[config.mk]
export PLATFORM = sky130hd
export DESIGN_NAME = score_board_reader
export DESIGN_NICKNAME = d
export VERILOG_FILES = /design/src/rtl/score_board_reader.sv
export SDC_FILE = /design/constraint.sdc
export NUM_CORES = 1
export LEC_CHECK = 0
export BUFFER_PORTS_ARGS = -buffer_cell sky130_fd_sc_hd__buf_2
export CELL_PAD_IN_SITES_DETAIL_PLACEMENT = 1
export CELL_PAD_IN_SITES_GLOBAL_PLACEMENT = 2
export CORE_AREA = 2 2 78 80
export DETAILED_ROUTE_END_ITERATION = 6
export DIE_AREA = 0 0 80 82
export PLACE_DENSITY_LB_ADDON = 0.1
export SLEW_MARGIN = 20
export SYNTH_ARGS = -nofsm -noshare
export SYNTH_HDL_FRONTEND = slang
export SYNTH_SLANG_ARGS = --single-unit
[constraint.sdc]
create_clock -name clk -period 4.3 [get_ports clk]
set_input_delay 0 -clock clk [delete_from_list [all_inputs] [get_ports clk]]
set_output_delay 0 -clock clk [all_outputs]
set_load 0.03 [all_outputs]
[src/rtl/score_board_reader.sv]
// Scans the score RAM on request and publishes the highest score and its owner.
// Optional macro SCORE_BOARD_CYCLE_EN adds a rotating per-slot display.
module score_board_reader #(
  parameter int NUM_USERS = 6,
  parameter int SCORE_W   = 8,
  parameter int ADDR_W    = 3,
  parameter int RAM_LAT   = 1,
  parameter int DWELL_CYC = 50000000
) (
  input  logic               clk,
  input  logic               rst,
  input  logic               scan_req,
  input  logic               game_active,
  output logic               ram_rd_en,
  output logic [ADDR_W-1:0]  ram_rd_addr,
  input  logic [SCORE_W-1:0] ram_rd_data,
  output logic               scan_busy,
  output logic               scan_done,
  output logic               best_valid,
  output logic [SCORE_W-1:0] best_score,
  output logic [ADDR_W-1:0]  best_user,
  output logic               scan_empty,
  output logic [ADDR_W-1:0]  disp_user,
  output logic [SCORE_W-1:0] disp_score
);

  typedef enum logic [1:0] {IDLE, READ, DRAIN, DONE} state_t;

  localparam logic [ADDR_W-1:0] LAST_SLOT = ADDR_W'(NUM_USERS - 1);

  state_t             state;
  state_t             state_next;
  logic [ADDR_W-1:0]  rd_cnt_next;
  logic [ADDR_W-1:0]  cap_cnt;
  logic [ADDR_W-1:0]  cap_cnt_next;
  logic [RAM_LAT-1:0] valid_pipe;
  logic               capture;
  logic [SCORE_W-1:0] acc_score;
  logic [SCORE_W-1:0] acc_score_next;
  logic [ADDR_W-1:0]  acc_user;
  logic [ADDR_W-1:0]  acc_user_next;
  logic               finish;

  assign capture = valid_pipe[RAM_LAT-1] && ((state == READ) || (state == DRAIN));

  // Next-state, read counter and running-max accumulator.
  always_comb begin
    state_next     = state;
    rd_cnt_next    = ram_rd_addr;
    cap_cnt_next   = cap_cnt;
    acc_score_next = acc_score;
    acc_user_next  = acc_user;
    finish         = 1'b0;
    if (capture) begin
      cap_cnt_next = cap_cnt + 1'b1;
      // Strict compare keeps the lower slot on a tie.
      if (ram_rd_data > acc_score) begin
        acc_score_next = ram_rd_data;
        acc_user_next  = cap_cnt;
      end else begin
        acc_score_next = acc_score;
      end
    end else begin
      cap_cnt_next = cap_cnt;
    end
    case (state)
      IDLE: begin
        if (scan_req && !game_active) begin
          state_next     = READ;
          rd_cnt_next    = '0;
          cap_cnt_next   = '0;
          acc_score_next = '0;
          acc_user_next  = '0;
        end else begin
          state_next = IDLE;
        end
      end
      READ: begin
        if (ram_rd_addr == LAST_SLOT) begin
          state_next = DRAIN;
        end else begin
          rd_cnt_next = ram_rd_addr + 1'b1;
        end
      end
      DRAIN: begin
        // Results are latched on the edge entering DONE so scan_done is seen in DONE.
        if (capture && (cap_cnt == LAST_SLOT)) begin
          state_next = DONE;
          finish     = 1'b1;
        end else begin
          state_next = DRAIN;
        end
      end
      DONE:    state_next = IDLE;
      default: state_next = IDLE;
    endcase
  end

  // FSM state, read strobe, capture tracking and published results.
  always_ff @(posedge clk) begin
    if (rst) begin
      state       <= IDLE;
      ram_rd_en   <= 1'b0;
      ram_rd_addr <= '0;
      cap_cnt     <= '0;
      valid_pipe  <= '0;
      acc_score   <= '0;
      acc_user    <= '0;
      scan_busy   <= 1'b0;
      scan_done   <= 1'b0;
      best_valid  <= 1'b0;
      best_score  <= '0;
      best_user   <= '0;
      scan_empty  <= 1'b0;
    end else begin
      state         <= state_next;
      ram_rd_en     <= (state_next == READ);
      ram_rd_addr   <= rd_cnt_next;
      cap_cnt       <= cap_cnt_next;
      valid_pipe[0] <= ram_rd_en;
      for (int i = 1; i < RAM_LAT; i++) begin
        valid_pipe[i] <= valid_pipe[i-1];
      end
      acc_score     <= acc_score_next;
      acc_user      <= acc_user_next;
      scan_busy     <= (state_next != IDLE);
      scan_done     <= finish;
      if (finish) begin
        best_valid <= 1'b1;
        best_score <= acc_score_next;
        best_user  <= acc_user_next;
        scan_empty <= (acc_score_next == '0);
      end else begin
        best_valid <= best_valid;
      end
    end
  end

`ifdef SCORE_BOARD_CYCLE_EN
  localparam int DWELL_W = $clog2(DWELL_CYC + 1);
  localparam logic [DWELL_W-1:0] DWELL_LAST = DWELL_W'(DWELL_CYC - 1);

  logic [SCORE_W-1:0] slots [NUM_USERS];
  logic [DWELL_W-1:0] dwell;
  logic [ADDR_W-1:0]  rot_next;

  // Slot to show when the current dwell period expires.
  always_comb begin
    if (disp_user == LAST_SLOT) begin
      rot_next = '0;
    end else begin
      rot_next = disp_user + 1'b1;
    end
  end

  // Per-slot copy of the scanned scores.
  always_ff @(posedge clk) begin
    if (rst) begin
      for (int i = 0; i < NUM_USERS; i++) begin
        slots[i] <= '0;
      end
    end else if (capture) begin
      slots[cap_cnt] <= ram_rd_data;
    end else begin
      slots[0] <= slots[0];
    end
  end

  // Display rotation; restarts at slot 0 on each completed scan.
  always_ff @(posedge clk) begin
    if (rst) begin
      dwell      <= '0;
      disp_user  <= '0;
      disp_score <= '0;
    end else if (finish) begin
      dwell      <= '0;
      disp_user  <= '0;
      // With a single slot, slot 0 is being written on this very edge.
      disp_score <= (cap_cnt == '0) ? ram_rd_data : slots[0];
    end else if (scan_busy || game_active || !best_valid) begin
      dwell <= dwell;
    end else if (dwell == DWELL_LAST) begin
      dwell      <= '0;
      disp_user  <= rot_next;
      disp_score <= slots[rot_next];
    end else begin
      dwell <= dwell + 1'b1;
    end
  end
`else
  // Display mirrors the published best result.
  always_ff @(posedge clk) begin
    if (rst) begin
      disp_user  <= '0;
      disp_score <= '0;
    end else if (finish) begin
      disp_user  <= acc_user_next;
      disp_score <= acc_score_next;
    end else begin
      disp_user <= disp_user;
    end
  end
`endif

endmodule

After elaboration in Yosys (flattened, before gate mapping). Cells that the tools add are included. Widths: inputs -> output; s select.

Register bits after elaboration: 36. Bits of input ports: 12. Output and inout bits: 30. Logic and storage cells: 54.

$add $sub $neg: 2. Magnitude comparators: 1. Eq/ne operators: 8. Muxes and demuxes: 20. Reductions and logical operators: 10.

Operators with widths (count): $mux 8 (4); $mux 3 (9); $gt 8x8->1 (1); $logic_not 8->1 (1); $pmux 2 s4 (1); $add 3x1->3 const B (2); $eq 3x3->1 const B (2); $pmux 3 s2 (1); $eq 2x1->1 const B (2); $eq 2x2->1 const B (2); $mux 1 (4); $ne 2x2->1 const B (2); $reduce_bool 2->1 (2); $logic_and 1x1->1 (3); $reduce_and 3->1 (1); $logic_not 2->1 (1); $mux 2 (1); $logic_not 1->1 (1); $logic_or 1x1->1 (1).

Depth between registers and ports, before layout. Gate-level depths: netlist (run 1).

Depth after elaboration: 7. Gate-level depth with buffers: 8. Depth with buffers taken out: 7.

Worst setup path before layout (run 1). Ideal clock, no wire load.

Path type: reg-to-reg. From: register acc_score[7]. To: register disp_score[1]. Data arrival time: 1.553 ns. Required time: 4.171 ns. Slack: 2.618 ns. Cell stages (with the launch flop): 9. Period minus slack after synthesis: 1.682 ns. Cell sequence: dfxtp_1 > inv_1 > ha_1 > nand2_1 > o21a_2 > a21o_4 > nor2_8 > buf_8 > a21oi_1.

Longest elaborated chain between the ends: 5.

Ends and longest elaborated chain: from (decl) (line 38) `logic [SCORE_W-1:0] acc_score;`; from (signal assigned) (line 124) `acc_score <= acc_score_next;`; $gt 8x8->1 (*) (line 57) `if (ram_rd_data > acc_score) begin`; $mux 8 (*) (line 57); $mux 8 (*) (line 54) `if (capture) begin`; $mux 8 (line 68) `if (scan_req && !game_active) begin`; $mux 8 (*) (line 66) `case (state)`; to (signal assigned) (line 198) `disp_score <= acc_score_next;`; to (decl) (line 24) `output logic [SCORE_W-1:0] disp_score`.

Mark *: on every way between the ends. The rest lies on a longest branch, timed or not. A chain may end at the register's enable or synchronous reset.

Final worst setup path (run 1).
From: register acc_score[5]. To: register acc_user[0].

Longest elaborated chain between the ends: 5.

Ends and longest elaborated chain: $gt 8x8->1 (*) (line 57); $mux 3 (*) (line 57); $mux 3 (*) (line 54); $mux 3 (line 68); $mux 3 (*) (line 66); to (signal assigned) (line 125) `acc_user <= acc_user_next;`; to (decl) (line 40) `logic [ADDR_W-1:0] acc_user;`.

Marked as above.

==> results of run 1 <==
-- worst max path at each step --
stage | slack (ps) | cells after the start | end | start
after floorplan | 2620 | 8 | disp_score[1] | acc_score[7]
after global placement | 2170 | 7 | disp_score[0] | acc_score[6]
after detailed placement | 2060 | 7 | acc_user[0] | acc_score[5]
after CTS | 2040 | 7 | acc_user[0] | acc_score[5]
after global routing | 1800 | 7 | acc_user[0] | state[0]
final | 2050 | 7 | acc_user[0] | acc_score[5]
-- power groups by stage --
stage          Sequential [µW]  Combinational, µW  Clock [µW]
6_report                   339               63.5         229
5_1_grt                    340               70.6         251
4_1_cts                    339               64.4         241
3_5_place_dp               347               61.3           0
3_3_place_gp               347               59.7           0
2_1_floorplan              351               35.4           0
-- cell type report --
type	instances	area share, %
clock buffer	6	3.24
clock inverter	1	0.223
inverter	16	2.68
multi-input combinational	139	45.9
sequential	36	32.2
tap	75	4.19
timing repair buffer	47	11.6
-- worst register-to-register path, delay by kind of cell (launching register included) --
family,cells,cell delay [ps]
AOI/OAI and AO/OA,4,1210
adders and majority gates,1,320
buffers and inverters,1,70
DFF,1,360
and+or+nand+nor,1,220
-- flip-flops by register name, summed over array words and instances, names as in the netlist --
| signal | flops |
|---|---|
| disp_user | 3 |
| acc_user | 3 |
| valid_pipe | 1 |
| best_valid | 1 |
| disp_score | 8 |
| ram_rd_addr | 3 |
| scan_done | 1 |
| scan_empty | 1 |
| cap_cnt | 3 |
| state | 2 |
| acc_score | 8 |
| ram_rd_en | 1 |
| scan_busy | 1 |
-- metrics by stage --
step | cells | total power [µW] | setup slack (ps)
6_report | 320 | 632 | 2050
5_1_grt | 320 | 661 | 1800
4_1_cts | 320 | 645 | 2040
3_5_place_dp | 309 | 408 | 2060
3_3_place_gp | 309 | 406 | 2170
2_1_floorplan | 213 | 387 | 2620
-- repair_timing --
item,4_1_cts,5_1_grt
hold buffers,4,0
endpoints found under the hold margin,4,0
buffers inserted,0,0
-- logic make-up (layout without fill, tap and decap cells) --
group | count (synthesis) | count (layout) | synth area share (%)
xor gates and xnor gates | 4 | 4 | 1.78
muxes | 1 | 1 | 0.510
DFF | 36 | 36 | 36.7
buffers and inverters | 38 | 70 | 11.0
AOI/OAI and AO/OA | 69 | 69 | 25.0
adders and majority gates | 15 | 15 | 9.55
and+or+nand+nor | 50 | 50 | 15.4
-- placed cells by master, fill, tap and decap left out, types with 5 or more instances in the layout --
cell,instances
o31ai_1,7
a222oi_1,10
o21ai_0,6
buf_2,41
a21oi_1,19
dfxtp_1,36
nand4_1,9
a22oi_1,12
nand2_1,5
nor2_1,15
nand3_1,6
clkbuf_8,5
ha_1,15
inv_1,16
-- per-layer routing --
metal	vias to the layer above	wire length (µm)	track usage, %
li1	833	-	-
met1	809	2270	20.3
met2	49	2440	27.6
met3	9	250	3.41
met4	0	98	7.12
met5	-	0	0
==> run metrics, run 1 <==
status finished clean; Hold Path End acc_score[5]; total CTS buffers 5; average cell area after synthesis 9.22 µm²; root buf cell clkbuf_8; Worst EP arrival 2470 ps; switching fraction of total power 25.9%; Die Span X 80 µm; worst-case reg-to-reg path depth 7; Sum Neg Setup Slack 0 ps; Final Hold Fails 0; gr ovfl total 0; Hold Path Class in -> reg; Reg2Reg Capture Point acc_user[0]; required time worst endpoint 4520 ps; Initial Util 34.2%; GRT Util Overall 16.4%; post-synth top area share 36.7%; Clk pwr share 36.3%; Worst-Margin Slew 962 ps; WS Path Type reg -> reg; Clk pin slew, worst setup/hold paths 70 ps; post-route ant nets 0; critical path startpoint category flop; vias in the first global route 1661; fmax 0.445 GHz; Synth top cells by count dfxtp_1 (36), a21oi_1 (19), inv_1 (16), ha_1 (15), nor2_1 (15); Synth Net Count 240; CP peak stage delay 730 ps; post_cts resized 0; layout cells sized above 1 24.9%; asr flop ratio synth 0%; area of the core 5750 µm²; dpl hpwl 3650 µm; min Tclk post-route 2250 ps; H-tree depth 2; Finish-stage setup viols 0; clk sinks 36; RSZ-0062 raised after global routing no; r2r startpoint acc_score[5]; Max Buffers Root-to-Sink 2; Gate power share 10.0%; DIE AREA 6560 µm²; ANT cells 0; leading area contributor after synthesis dfxtp_1; Slew headroom 35.8%; PortBufs 41; via count 1700; DR WL/cell 15.8 µm; DRC viols 0; FP Rows 28; Slew Viols, Final 0; Final period util 52.2%; vias per cell 5.31; P per Cell Area 282 nW/µm²; placed inst area 2120 µm²; FF-to-FF setup slack 2050 ps; most common cell in the netlist dfxtp_1; Synth Register Bits 36; Layout Nets 272; routability cong. 0.890; CP top delay family compound AO/OA/AOI/OAI gates; Clock Skew 7.60 ps; Seq pwr share 53.7%; Syn Std Cell Area 1960 µm²; crit-path most repeated cell a21oi_1; Slowest cell on crit path a21oi_2; worst path bufs/invs 1; multi-input logic area 1030 µm²; Iter 0 DRT Violations 144; Post-Synthesis Cells 213; Ports 42; Leak 0.000915 µW; synth top area cells dfxtp_1 (37%), ha_1 (9.6%), buf_4 (5.4%), a222oi_1 (5.1%), a21oi_1 (4.8%); final instance area 2240 µm²; clk_lat worst skew 290 ps; Max VDD drop 0.000106 V; hold wc startpoint ram_rd_data[5]; EDFF count, synth 0; maximum fanout along the worst path 21; synth unique cells 43; largest net degree at the start of global routing 24; register area 721 µm²; DR pass1 iterations 4; die span in y 82 µm; max cap viols 0; net switching power 164 µW; Pint 468 µW; register area share after synthesis 36.7%; Worst setup EP type flop; Fill cells 700; total wire length 5060 µm; first-pass GRT wire length 8240 µm; CTS tree built; Primary FF master, synth dfxtp_1; post-route core utilization 39.0%; Ys Warns 0; initial antenna violation count 0; Worst Hold Margin 20.0 ps; CP Cell Sequence inv_1 -> ha_1 -> a21oi_1 -> o21a_2 -> a21oi_2 -> nand3_1 -> a21oi_1; Layout Area Growth over Synthesis 14.0%; worst hold stages 3
(Power assumes the default switching activity.)
==> run 2, diff against run 1 <==
--- a/config.mk
+++ b/config.mk
@@ -8,9 +8,9 @@
 export BUFFER_PORTS_ARGS = -buffer_cell sky130_fd_sc_hd__buf_2
 export CELL_PAD_IN_SITES_DETAIL_PLACEMENT = 1
 export CELL_PAD_IN_SITES_GLOBAL_PLACEMENT = 2
-export CORE_AREA = 2 2 78 80
+export CORE_AREA = 2 2 86 88
 export DETAILED_ROUTE_END_ITERATION = 6
-export DIE_AREA = 0 0 80 82
+export DIE_AREA = 0 0 88 90
 export PLACE_DENSITY_LB_ADDON = 0.1
 export SLEW_MARGIN = 20
 export SYNTH_ARGS = -nofsm -noshare
==> constraint.sdc (replaced) <==
create_clock -name clk -period 2 [get_ports clk]
set_input_delay 0 -clock clk [delete_from_list [all_inputs] [get_ports clk]]
set_output_delay 0 -clock clk [all_outputs]
set_load 0.03 [all_outputs]
==> run 2 against run 1 <==
Against the previous run:
- register-to-register slack worse by 1900 ps
- clock-buffer cell count up 2
- final cell count up 11%
- non-clock buffer count up 9
- utilization down 4.7 points
- clock skew about the same
- global-route usage down 2.1 points
- hold slack worse by 11 ps
- critical path type unchanged
- highest routed layer unchanged
==> run metrics, run 2 (synthesis gave the netlist of run 1 again) <==
dpl hpwl 3960 µm (+8.4%); critical path startpoint category flop; total CTS buffers 5 (unchanged); area of the core 7020 µm² (+22%); gr ovfl total 0 (unchanged); clk_lat worst skew 290 ps (about the same); clk sinks 36 (unchanged); WS Path Type reg -> reg; vias per cell 4.85 (-8.7%); Worst EP arrival 2030 ps (-440 ps); Finish-stage setup viols 0 (unchanged); max cap viols 0 (unchanged); via count 1717 (+1.0%); setup slack after layout 137 ps (-1920 ps); Initial Util 28.0% (-6.2 points); most common cell after layout, fill and taps aside buf_2; DR pass1 iterations 4 (unchanged); GRT Util Overall 14.3% (-2.1 points); Worst-Margin Slew 352 ps (-610 ps); Leak 0.000981 µW (+7.2%); DRC viols 0 (unchanged); final instance area 2410 µm² (+7.5%); DR WL/cell 15.2 µm (-3.9%); Worst setup EP type flop; placed inst area 2280 µm² (+7.4%); Layout Nets 281 (+3.3%); initial antenna violation count 0 (unchanged); maximum fanout along the worst path 6 (-71%); Clk pin slew, worst setup/hold paths 80 ps (about the same); Final Hold Fails 0 (unchanged); PortBufs 41 (unchanged); Iter 0 DRT Violations 113 (-22%); DIE AREA 7920 µm² (+21%); Worst Hold Margin 8.50 ps (-11.5 ps); Slew headroom 76.5% (+41 points); Final period util 93.1% (+41 points); CTS tree built; die span in y 90 µm (+9.8%); Hold Path Class in -> reg; Die Span X 88 µm (+10%); RSZ-0062 raised after global routing no; Sum Neg Setup Slack 0 ps (unchanged); fmax 0.537 GHz (+21%); total wire length 5380 µm (+6.3%); Layout Area Growth over Synthesis 22.5%; P per Cell Area 590 nW/µm² (+110%); post-route core utilization 34.3% (-4.7 points); vias in the first global route 1688 (+1.6%); ANT cells 0 (unchanged); H-tree depth 2 (unchanged); Post-CTS Setup Bufs 0 (unchanged); FP Rows 31 (+11%); Max VDD drop 0.000235 V (+120%); status finished clean; post-route ant nets 0 (unchanged); min Tclk post-route 1860 ps (-384 ps); Clock Skew 7.30 ps (-0.304 ps); DP Worst Slack 121 ps (-1940 ps); routability cong. 0.756 (-15%); first-pass GRT wire length 8750 µm (+6.2%); commonest non-fill, non-tap cells in the layout buf_2 (41), dfxtp_1 (35), a21oi_1 (17), inv_1 (16); Slew Viols, Final 0 (unchanged); largest net degree at the start of global routing 24 (unchanged); required time worst endpoint 2170 ps (-2350 ps); Top Registers acc_score x8, disp_score x8; Max Buffers Root-to-Sink 2 (unchanged); Ports 42 (unchanged); layout cells sized above 1 31.0% (+6.1 points); root buf cell clkbuf_8
-- run 2: cell count changes in the layout (fill, tap and decap cells not counted), moves of 2 or more --
cell	before	now
a21oi_1	19	17
a21oi_2	2	4
buf_12	0	3
buf_4	2	11
dlygate4sd3_1	4	1
-- run 2: stage by stage --
stage,total power [µW],std cells
3_3_place_gp,891,345
5_1_grt,1500,354
6_report,1420,354
3_5_place_dp,892,345
2_1_floorplan,831,213
4_1_cts,1460,354
-- run 2: power by group --
part           switching (µW)  internal [µW]
combinational            95.0           55.2
sequential               5.27            723
clock                     260            281
total                     360           1060
-- run 2: worst paths after layout --
check / from / endpoint / slack [ps] / depth (start not counted)
setup / recovery: acc_score[5] / disp_score[0] / 140 / 8
hold / removal: ram_rd_data[5] / acc_score[5] / 9 / 3
setup reg to reg: acc_score[5] / disp_score[0] / 140 / 8
hold reg to reg: ram_rd_en / valid_pipe / 470 / 1
-- run 2: cell type report --
class / instances / area [µm²]
Clock buffer: 8 / 90.1
Multi-Input combinational cell: 139 / 1050
Sequential cell: 36 / 722
Fill cell: 864 / 4610
Timing Repair Buffer: 56 / 358
Tap cell: 99 / 124
Inverter: 16 / 60.1
-- run 2: metal layers --
| metal | up-vias | share of wire [%] | global-route usage, % |
|---|---|---|---|
| met3 | 5 | 4.1 | 3.49 |
| li1 | 854 | - | - |
| met2 | 37 | 49 | 23.0 |
| met1 | 821 | 46 | 18.4 |
| met5 | - | 0 | 0 |
| met4 | 0 | 1.1 | 5.00 |
-- run 2: timing repair --
| item | CTS | global route |
|---|---|---|
| hold buffers | 1 | 0 |
| endpoints found under the hold margin | 1 | 0 |
| resized for setup | 0 | 6 |
| setup endpoints to repair | 0 | 10 |
-- run 2: worst max-delay path: stages (launching register included) --
cell	delay (ps)
dfxtp_2	340
inv_1	50
ha_1	310
a21oi_2	150
o21a_2	190
o211ai_1	160
buf_4	200
a222oi_1	290
a21oi_2	40
